`src/rtl/window_peak_detector.sv`:
```
// Tracks the maximum sample (and its index) over a window of win_len_i samples,
// then holds the result until consumed. Define WINDOW_PEAK_DETECTOR_MIN_TRACK_EN to add minimum tracking.
//
// state   | meaning
// ACCUM   | accepting samples, updating peak registers
// HOLD    | window complete, result presented until peak_ready_i
module window_peak_detector #(
    parameter int DATA_WIDTH = 13,
    parameter int CNT_WIDTH  = 8
) (
    input  logic                  clk_i,
    input  logic                  rstn_i,
    input  logic                  clear_i,
    input  logic [CNT_WIDTH-1:0]  win_len_i,
    input  logic [DATA_WIDTH-1:0] data_i,
    input  logic                  data_valid_i,
    output logic                  data_ready_o,
    output logic [DATA_WIDTH-1:0] peak_o,
    output logic [CNT_WIDTH-1:0]  peak_idx_o,
    output logic                  peak_valid_o,
`ifdef WINDOW_PEAK_DETECTOR_MIN_TRACK_EN
    output logic [DATA_WIDTH-1:0] min_o,
    output logic [CNT_WIDTH-1:0]  min_idx_o,
`endif
    input  logic                  peak_ready_i
);

    typedef enum logic {ST_ACCUM, ST_HOLD} state_t;

    state_t                state_q, state_d;
    logic [CNT_WIDTH-1:0]  cnt_q, cnt_d;
    logic [CNT_WIDTH-1:0]  len_q, len_d;
    logic [DATA_WIDTH-1:0] peak_q, peak_d;
    logic [CNT_WIDTH-1:0]  idx_q, idx_d;
    logic                  first;
    logic [CNT_WIDTH-1:0]  len_eff;
    logic [CNT_WIDTH-1:0]  cnt_inc;
`ifdef WINDOW_PEAK_DETECTOR_MIN_TRACK_EN
    logic [DATA_WIDTH-1:0] min_q, min_d;
    logic [CNT_WIDTH-1:0]  min_idx_q, min_idx_d;
`endif

    always_ff @(posedge clk_i or negedge rstn_i) begin
        if (!rstn_i) begin
            state_q <= ST_ACCUM;
            cnt_q   <= '0;
            len_q   <= '0;
            peak_q  <= '0;
            idx_q   <= '0;
`ifdef WINDOW_PEAK_DETECTOR_MIN_TRACK_EN
            min_q     <= '0;
            min_idx_q <= '0;
`endif
        end else begin
            state_q <= state_d;
            cnt_q   <= cnt_d;
            len_q   <= len_d;
            peak_q  <= peak_d;
            idx_q   <= idx_d;
`ifdef WINDOW_PEAK_DETECTOR_MIN_TRACK_EN
            min_q     <= min_d;
            min_idx_q <= min_idx_d;
`endif
        end
    end

    // Length is sampled on the first sample only; a zero length means one sample.
    always_comb begin
        first   = (cnt_q == '0);
        len_eff = len_q;
        if (first) begin
            len_eff = (win_len_i == '0) ? CNT_WIDTH'(1) : win_len_i;
        end
        cnt_inc = cnt_q + CNT_WIDTH'(1);
    end

    always_comb begin
        state_d = state_q;
        cnt_d   = cnt_q;
        len_d   = len_q;
        peak_d  = peak_q;
        idx_d   = idx_q;
`ifdef WINDOW_PEAK_DETECTOR_MIN_TRACK_EN
        min_d     = min_q;
        min_idx_d = min_idx_q;
`endif
        if (clear_i) begin
            state_d = ST_ACCUM;
            cnt_d   = '0;
        end else begin
            case (state_q)
                ST_ACCUM: begin
                    if (data_valid_i) begin
                        len_d = len_eff;
                        cnt_d = cnt_inc;
                        if (first || (data_i > peak_q)) begin
                            peak_d = data_i;
                            idx_d  = cnt_q;
                        end
`ifdef WINDOW_PEAK_DETECTOR_MIN_TRACK_EN
                        if (first || (data_i < min_q)) begin
                            min_d     = data_i;
                            min_idx_d = cnt_q;
                        end
`endif
                        if (cnt_inc == len_eff) begin
                            state_d = ST_HOLD;
                        end
                    end
                end
                ST_HOLD: begin
                    if (peak_ready_i) begin
                        state_d = ST_ACCUM;
                        cnt_d   = '0;
                    end
                end
                default: begin
                    state_d = ST_ACCUM;
                    cnt_d   = '0;
                end
            endcase
        end
    end

    assign data_ready_o = (state_q == ST_ACCUM);
    assign peak_valid_o = (state_q == ST_HOLD);
    assign peak_o       = peak_q;
    assign peak_idx_o   = idx_q;
`ifdef WINDOW_PEAK_DETECTOR_MIN_TRACK_EN
    assign min_o        = min_q;
    assign min_idx_o    = min_idx_q;
`endif

endmodule

```
`config.mk`:
```
export PLATFORM = sky130hd
export DESIGN_NAME = window_peak_detector
export DESIGN_NICKNAME = d
export VERILOG_FILES = /design/src/rtl/window_peak_detector.sv
export SDC_FILE = /design/constraint.sdc
export NUM_CORES = 1
export LEC_CHECK = 0
export ABC_AREA = 1
export CAP_MARGIN = 20
export CORE_MARGIN = 2
export CORE_UTILIZATION = 50
export CTS_CLUSTER_SIZE = 14
export DETAILED_ROUTE_END_ITERATION = 7
export GPL_TIMING_DRIVEN = 0
export PLACE_DENSITY = 0.78
export RECOVER_POWER = 50
export SLEW_MARGIN = 25
export SYNTH_ARGS = -nofsm -noshare
export SYNTH_HDL_FRONTEND = slang
export SYNTH_SLANG_ARGS = --single-unit
```
`constraint.sdc`:
```
create_clock -name clk_i -period 1.9 [get_ports clk_i]
set_input_delay 0.57 -clock clk_i [delete_from_list [all_inputs] [get_ports clk_i]]
set_output_delay 0.57 -clock clk_i [all_outputs]
set_load 0.01 [all_outputs]
```
Word level (Yosys, flattened, before mapping)
Cells that the tools add are included.
- bits in registers: 38
- output and inout port bits: 23
- word-level logic and storage cells: 29
- add/sub/neg operators: 1
- magnitude comparators: 1
- eq/ne operators: 3
- multiplexer cells: 11
- bitwise logic cells: 2
- reductions and logical operators: 6
- operators with widths (cell ; count):
    2-to-1 mux 8 bit ; 5
    zero test 8 bit ; 2
    case mux 8 bit (2 select lines) ; 1
    greater-than comparator 13 bit ; 1
    adder 8 x 1 -> 8 bit (second input constant) ; 1
    equality test 8 bit ; 1
    != test 3 bit (second input constant) ; 2
    2-to-1 mux 1 bit ; 4
    AND reduction 4 bit ; 1
    AND reduction 3 bit ; 1
    NOT 1 bit ; 2
    case mux 1 bit (2 select lines) ; 1
    AND reduction 2 bit ; 1
    logical OR 1 bit ; 1

Logic depth before layout (Yosys ltp)
Gate-level depths: netlist of the first run.
- word-level depth: 8
- gate-level depth with buffers: 14
- gate-level depth less buffers: 14

Worst setup path after synthesis of the first run
OpenSTA, ideal clock, no wires.
- path type: input to register
- start: in data_i[12]
- end: reg peak_q[0], in the netlist peak_o[0]
- data arrival time: 1.701 ns
- setup slack: 0.082 ns
- cell stages on the path: 11
- cell sequence: ha_1 -> nand2_1 -> nor3_1 -> nand2_1 -> nand2_1 -> nand2_1 -> nand2_2 -> nand2_1 -> buf_2 -> nand2_1 -> nand2_1
- longest elaborated chain between the ends: 3
- RTL lines (what ; RTL line ; source):
    start, declared ; 15 ; input logic [DATA_WIDTH-1:0] data_i,
    greater-than comparator 13 bit ; 96 ; if (first || (data_i > peak_q)) begin
    logical OR 1 bit ; 96 ;
    AND reduction 4 bit (no line) ; - ;
    end signal, assigned ; 58 ; peak_q <= peak_d;
    end, declared ; 33 ; logic [DATA_WIDTH-1:0] peak_q, peak_d;
No other way between the ends.
A chain may end at the register's enable or synchronous reset.

Final worst setup path of the first run
- start: in data_i[5]
- end: reg peak_q[4], in the netlist peak_o[4]
The elaborated chain is that of the path after synthesis.

==> results.py, run 1 <==
metrics = {
    "timing": {
        "hold_viol_final": 0,
        "timing.fmax_mhz": 521.5,
        "clock_skew_ns": 0.005395,
        "period_needed_ns": 1.918,
        "rsz0062_at_grt": "true",
        "period_share_pct": 100.9,
        "report.final.slew_viol_count": 0,
        "worst_pin_slew_ns": 0.7427,
        "slew_headroom_pct": 50.48,
        "worst_hold_slack_ns": 0.2426,
        "finalSetupViolCount": 3,
        "setup_tns_ns": -0.02369,
        "setup_slack_ns": -0.01769,
    },
    "clocking": {
        "clock_path_buffers": 2,
        "cts_sinks": 38,
        "clkTransAtPathRegs_ns": 0.08,
        "cts_max_level": 2,
        "cts_buffers": 5,
        "clk_latency_ns": 0.29,
        "cts_tree": "built",
        "cts-root-buf": "clkbuf_8",
    },
    "finish": {
        "antennaDiodeCount": 0,
        "drive_gt1_share_pct": 21.05,
        "final_cell_mix": "nand2_1 (90), inv_1 (44), nand3_1 (38)",
        "layout_commonest_cell": "nand2_1",
        "fillers": 389,
        "synthToLayoutAreaGrowth_pct": 38.98,
        "fin_nets": 439,
    },
    "power": {
        "leakage_nw": 1.705,
        "p_int_mw": 1.787,
        "switchingPower_uw": 904.4,
        "p_per_area_nw_per_um2": 816.3,
        "power.share.combinational_pct": 36.9,
        "power_frac_seq_pct": 37.5,
        "switching_share_pct": 33.60,
        "power_frac_clock_pct": 25.6,
        "vdd_ir_drop_max_v": 0.0004703,
    },
    "route": {
        "viasPerCell": 5.402,
        "drc": 0,
        "wl_mm": 6.253,
        "wire_per_inst_um": 13.80,
        "dr.pass1.iters": 4,
        "num_vias": 2447,
        "drtIter0Drc": 137,
        "antenna_left": 0,
    },
    "yosys": {
        "ys_ff_latch": 38,
        "yosys.area.top_type": "dfrtp_1",
        "synthAdderAreaFrac_pct": 7.911,
        "synthSimpleGateAreaFrac_pct": 34.81,
        "syn_nets": 376,
        "synth_area_um2": 2372,
        "netlist_instances": 335,
        "ys_seq_area_share_pct": 40.08,
        "synth_top_area_share_pct": 40.08,
        "synthMuxAreaShare_pct": 0,
        "synth_cell_types": 26,
        "synth_warnings": 0,
        "synth_compound_area_share_pct": 6.540,
        "avgSynthCellArea_um2": 7.081,
        "synth_xor_area_share_pct": 0,
        "synth_top_family_by_area": "simple AND/OR/NAND/NOR gates",
        "synth.area.top_cells": "dfrtp_1 (40%), nand2_1 (19%), nand3_1 (8.2%), ha_1 (7.9%), inv_1 (7.4%)",
    },
    "critical_path": {
        "cp_cell_sequence": "clkdlybuf4s15_1 -> ha_1 -> nand4_1 -> nor3_4 -> nand2_1 -> nand2_1 -> nand2_1 -> nand2_2 -> nand2_4 -> buf_6 -> nand2_2 -> nand2_1",
        "crit_fanout": 5,
        "end_kind": "register",
        "required_ns": 2.09,
        "cp_slowest_stage_delay_ns": 0.29,
        "crit_type": "in -> reg",
        "cp_common_cell": "nand2_1",
        "slowest_stage": "ha_1",
        "startpoint_type": "input port",
        "arrival_ns": 2.10,
    },
    "status": {
        "violations": "negative setup slack",
        "outcome": "complete, but fails checks",
    },
    "global_route": {
        "grt_antenna_before_repair": 0,
        "grt_max_degree": 30,
        "grt_pass1_wl_mm": 9.687,
        "overflow": 0,
        "grt_pass1_vias": 2167,
        "track_usage_pct": 23.44,
    },
    "run": {
        "maxCapViolCount": 0,
    },
    "die": {
        "core_region_area_um2": 4661,
        "rows": 25,
        "pin_count": 49,
        "initial_core_util_pct": 50.90,
        "die-height_um": 72.88,
        "fp.dieArea_um2": 5311,
        "die_w_um": 72.88,
    },
    "placement": {
        "port_buffers": 48,
        "hpwl_mm": 4.213,
        "place.gp.congestion": 0.8307,
    },
    "hold_path": {
        "hold_class": "in -> async",
    },
}
-- cell usage after synthesis --
master,number
nand2_1,118
inv_1,47
nand3_1,39
dfrtp_1,38
nor2_1,19
ha_1,15
o21ai_0,11
o22ai_1,7
a21oi_1,6
nand4_1,5
buf_2,4
inv_2,4
nand2_2,4
clkbuf_1,3
nor3_1,3
nor2_2,2
a21o_1,1
a31oi_1,1
buf_1,1
buf_6,1
buf_8,1
nand2_4,1
nand3_2,1
nor2_4,1
o21ai_1,1
o31ai_1,1
-- power groups by stage --
stage                     logic [mW]  registers, mW  clock network, mW
after floorplan                0.444           1.03                  0
after global placement         0.777           1.01                  0
after detailed placement       0.805           1.01                  0
after CTS                      0.873          0.996              0.700
after global routing            1.10           1.02              0.727
final                          0.994           1.01              0.688
-- state kept, by name, indices dropped and copies added (netlist names) --
register      count
cnt_q             8
len_q             8
peak_idx_o        8
peak_o           13
peak_valid_o      1
-- worst paths after layout --
| kind | cells after the start | start | to | slack, ns |
|---|---|---|---|---|
| max | 12 | data_i[5] | peak_o[4]$_DFFE_PN0P_ | -0.02 |
| min | 1 | rstn_i | peak_o[6]$_DFFE_PN0P_ | 0.24 |
| max reg2reg | 12 | peak_o[8]$_DFFE_PN0P_ | peak_o[4]$_DFFE_PN0P_ | 0.01 |
| min reg2reg | 2 | peak_idx_o[0]$_DFFE_PN0P_ | peak_idx_o[0]$_DFFE_PN0P_ | 0.47 |
| max in group asynchronous | 2 | rstn_i | cnt_q[0]$_DFFE_PN0P_ | 0.47 |
| min in group clk_i | 2 | peak_idx_o[0]$_DFFE_PN0P_ | peak_idx_o[0]$_DFFE_PN0P_ | 0.47 |
-- worst max-delay path, delay by kind of cell --
kind | cells | cell delay, ns
adders and majority gates | 1 | 0.29
buffers and inverters | 2 | 0.35
and+or+nand+nor | 9 | 0.88
-- timing repair --
action / in CTS / in global routing
buffers inserted: 0 / 5
hold buffers: 0 / 0
gates resized for setup: 41 / 51
pin swaps: 15 / 14
gates cloned: 2 / 0
setup endpoints to repair: 26 / 27
-- per-stage QoR --
| step | instance area, um2 | power (mW) | utilization (%) | setup slack [ns] | instances |
|---|---|---|---|---|---|
| 2_1_floorplan | 2372 | 1.477 | - | 0.08168 | 335 |
| 4_1_cts | 3142 | 2.569 | 67.41 | 0.003600 | 448 |
| 5_1_grt | 3297 | 2.850 | 70.74 | -0.09644 | 453 |
| 3_3_place_gp | 2920 | 1.784 | 62.66 | -0.7403 | 437 |
| 6_report | 3297 | 2.691 | 70.74 | -0.01769 | 453 |
| 3_5_place_dp | 2935 | 1.816 | 62.98 | -0.6334 | 438 |
-- per-layer routing --
layer  global-route usage (%)  share of wire [%]  up-vias
li1                         -                  -     1200
met1                    29.75                 43     1162
met2                    40.40                 51       73
met3                    4.558                4.4       12
met4                    6.996                2.0        0
met5                        0                  0        -
-- logic make-up (layout without fill, tap and decap cells) --
kind of cell / count (synthesis) / after routing
adders and majority gates: 15 / 15
DFF: 38 / 38
and+or+nand+nor: 193 / 193
AOI/OAI and AO/OA: 28 / 28
buffers and inverters: 61 / 125
-- cell type report --
type | instances | area, um2 | share of cell area, %
multi-input combinational | 236 | 1379 | 41.82
sequential | 38 | 952.2 | 28.88
timing repair buffer | 56 | 514.2 | 15.60
inverter | 51 | 191.4 | 5.806
buffer | 10 | 86.33 | 2.619
clock buffer | 7 | 76.32 | 2.315
tap | 54 | 67.56 | 2.049
clock inverter | 1 | 30.03 | 0.9108
(Power assumes the default switching activity.)
==> inputs of run 2 (changes only) <==
--- a/config.mk
+++ b/config.mk
@@ -7,7 +7,7 @@
 export LEC_CHECK = 0
 export ABC_AREA = 1
 export CAP_MARGIN = 20
-export CORE_MARGIN = 2
+export CORE_MARGIN = 1
 export CORE_UTILIZATION = 50
 export CTS_CLUSTER_SIZE = 14
 export DETAILED_ROUTE_END_ITERATION = 7
==> run 2 against run 1 <==
  * The flow now finishes without violations
  * Clock skew is essentially flat
  * Worst setup slack better by 0.049 ns
  * Core utilization grew 1.5 points
  * Combinational power is 6.4% lower
  * Die area decreased by 5.4%
  * Hold slack gained 0.19 ns
  * Count of clock-buffer cells in the layout stayed put
  * Critical endpoint is now peak_o[8]$_DFFE_PN0P_
  * Highest routed layer unchanged
==> results.py, run 2 (same netlist as run 1, synthesis figures left out) <==
metrics = {
    "timing": {
        "setup_slack_ns": 0.03157,
        "period_share_pct": 98.34,
        "worst_pin_slew_ns": 1.036,
        "period_needed_ns": 1.868,
        "finalSetupViolCount": 0,
        "timing.fmax_mhz": 535.2,
        "slew_headroom_pct": 30.94,
        "rsz0062_at_grt": "true",
        "clock_skew_ns": 0.005774,
        "hold_viol_final": 0,
        "report.final.slew_viol_count": 0,
    },
    "critical_path": {
        "reg2reg_to": "peak_o[8]$_DFFE_PN0P_",
        "arrival_ns": 2.10,
        "slowest_stage": "ha_1",
        "required_ns": 2.14,
        "crit_type": "in -> reg",
        "cp_cell_sequence": "dlygate4sd2_1 -> ha_1 -> a21oi_1 -> o21ai_0 -> a21oi_1 -> nand2_1 -> nand2_2 -> nand2_4 -> nand2_4 -> buf_6 -> nand2_2 -> nand2_1",
        "r2r_slack_ns": 0.06,
        "crit_fanout": 5,
        "cp_slowest_stage_delay_ns": 0.30,
        "end_kind": "register",
        "reg2reg_from": "peak_o[8]$_DFFE_PN0P_",
        "r2r_cells": 12,
        "startpoint_type": "input port",
    },
    "finish": {
        "fin_area_um2": 3212,
        "final_cell_mix": "nand2_1 (95), inv_1 (45), nand3_1 (38)",
        "synthToLayoutAreaGrowth_pct": 35.39,
        "antennaDiodeCount": 0,
        "fin_nets": 439,
        "layout_commonest_cell": "nand2_1",
        "drive_gt1_share_pct": 19.05,
        "largest_register_ffs": 13,
    },
    "run": {
        "maxCapViolCount": 0,
    },
    "global_route": {
        "grt_antenna_before_repair": 0,
        "grt_max_degree": 22,
        "overflow": 0,
        "track_usage_pct": 24.29,
        "grt_pass1_wl_mm": 9.487,
        "grt_pass1_vias": 2139,
    },
    "route": {
        "drc": 0,
        "dr.pass1.iters": 6,
        "viasPerCell": 5.213,
        "num_vias": 2351,
        "wire_per_inst_um": 13.03,
        "antenna_left": 0,
        "drtIter0Drc": 131,
        "wl_mm": 5.877,
    },
    "placement": {
        "pre_cts_ws_ns": -0.6277,
        "place.gp.congestion": 0.8555,
        "hpwl_mm": 4.170,
        "port_buffers": 48,
        "placed_area_um2": 2940,
    },
    "status": {
        "outcome": "finished, final reports clean",
    },
    "power": {
        "leakage_nw": 1.695,
        "p_per_area_nw_per_um2": 784.6,
        "power_frac_seq_pct": 39.9,
        "power.share.combinational_pct": 36.9,
        "switching_share_pct": 34.42,
        "switchingPower_uw": 867.5,
        "power_frac_clock_pct": 23.2,
        "p_int_mw": 1.652,
        "vdd_ir_drop_max_v": 0.0004662,
    },
    "clocking": {
        "clkTransAtPathRegs_ns": 0.08,
        "cts_sinks": 38,
        "cts_max_level": 2,
        "hold_buffers": 0,
        "cts-root-buf": "clkbuf_8",
        "clock_path_buffers": 2,
        "cts_buffers": 5,
        "clk_latency_ns": 0.29,
        "cts_tree": "built",
    },
    "die": {
        "rows": 24,
        "initial_core_util_pct": 53.38,
        "fp.dieArea_um2": 5024,
        "core_region_area_um2": 4444,
        "die_w_um": 70.88,
        "die-height_um": 70.88,
        "pin_count": 49,
    },
    "hold_path": {
        "hold_class": "in -> async",
    },
}
==> run 2: repair_timing <==
action,4_1_cts,5_1_grt
pin swaps,14,12
cloned,2,1
setup buffers,0,4
resized for setup,39,42
endpoints found under the setup margin,23,27
==> run 2: worst max-delay path, delay by kind of cell <==
family                     cells  cell delay [ns]
buffers and inverters          2             0.40
adders and majority gates      1             0.30
and+or+nand+nor                6             0.43
AOI/OAI and AO/OA              3             0.39
==> run 2: layout make-up <==
type | instances | area [um2]
Timing Repair Buffer | 56 | 504.2
Fill cell | 360 | 1232
Tap cell | 52 | 65.06
Buffer | 10 | 90.09
Clock buffer | 7 | 86.33
Sequential cell | 38 | 952.2
Clock inverter | 1 | 5.005
Inverter | 51 | 193.9
Multi-Input combinational cell | 236 | 1315
==> run 2: per-stage QoR <==
step	power, mW	setup TNS [ns]	hold slack, ns	util [%]	std cells
2_1_floorplan	1.477	0	0.2744	-	335
3_3_place_gp	1.784	-39.67	0.4546	65.65	435
3_5_place_dp	1.813	-14.21	0.4576	66.16	436
4_1_cts	2.453	0	0.2354	70.24	446
5_1_grt	2.679	-1.096	0.4903	72.27	451
6_report	2.520	0	0.4352	72.27	451
==> run 2: metal layers <==
metal | vias up | wire, um | track usage, %
li1 | 1188 | - | -
met1 | 1087 | 2601 | 30.31
met2 | 66 | 2870 | 39.96
met3 | 10 | 315 | 6.980
met4 | 0 | 90 | 9.556
met5 | - | 0 | 0
==> run 2: power by group through the flow <==
stage               Combinational [mW]  Sequential (mW)  Clock (mW)
floorplan                        0.444             1.03           0
global placement                 0.778             1.01           0
detailed placement               0.803             1.01           0
CTS                              0.861            0.993       0.599
global route                      1.04             1.02       0.624
finish                           0.930             1.01       0.584
==> run 2: worst max-delay path by stage <==
stage                                      from                   endpoint  slack, ns
after floorplan                      data_i[12]      peak_o[0]$_DFFE_PN0P_       0.08
after global placement                   rstn_i     peak_valid_o$_DFF_PN0_      -0.69
after detailed placement              data_i[8]      peak_o[8]$_DFFE_PN0P_      -0.63
after CTS                          data_valid_i  peak_idx_o[3]$_DFFE_PN0P_      0.005
after global routing      peak_o[8]$_DFFE_PN0P_      peak_o[8]$_DFFE_PN0P_      -0.07
final                                data_i[12]      peak_o[8]$_DFFE_PN0P_       0.03
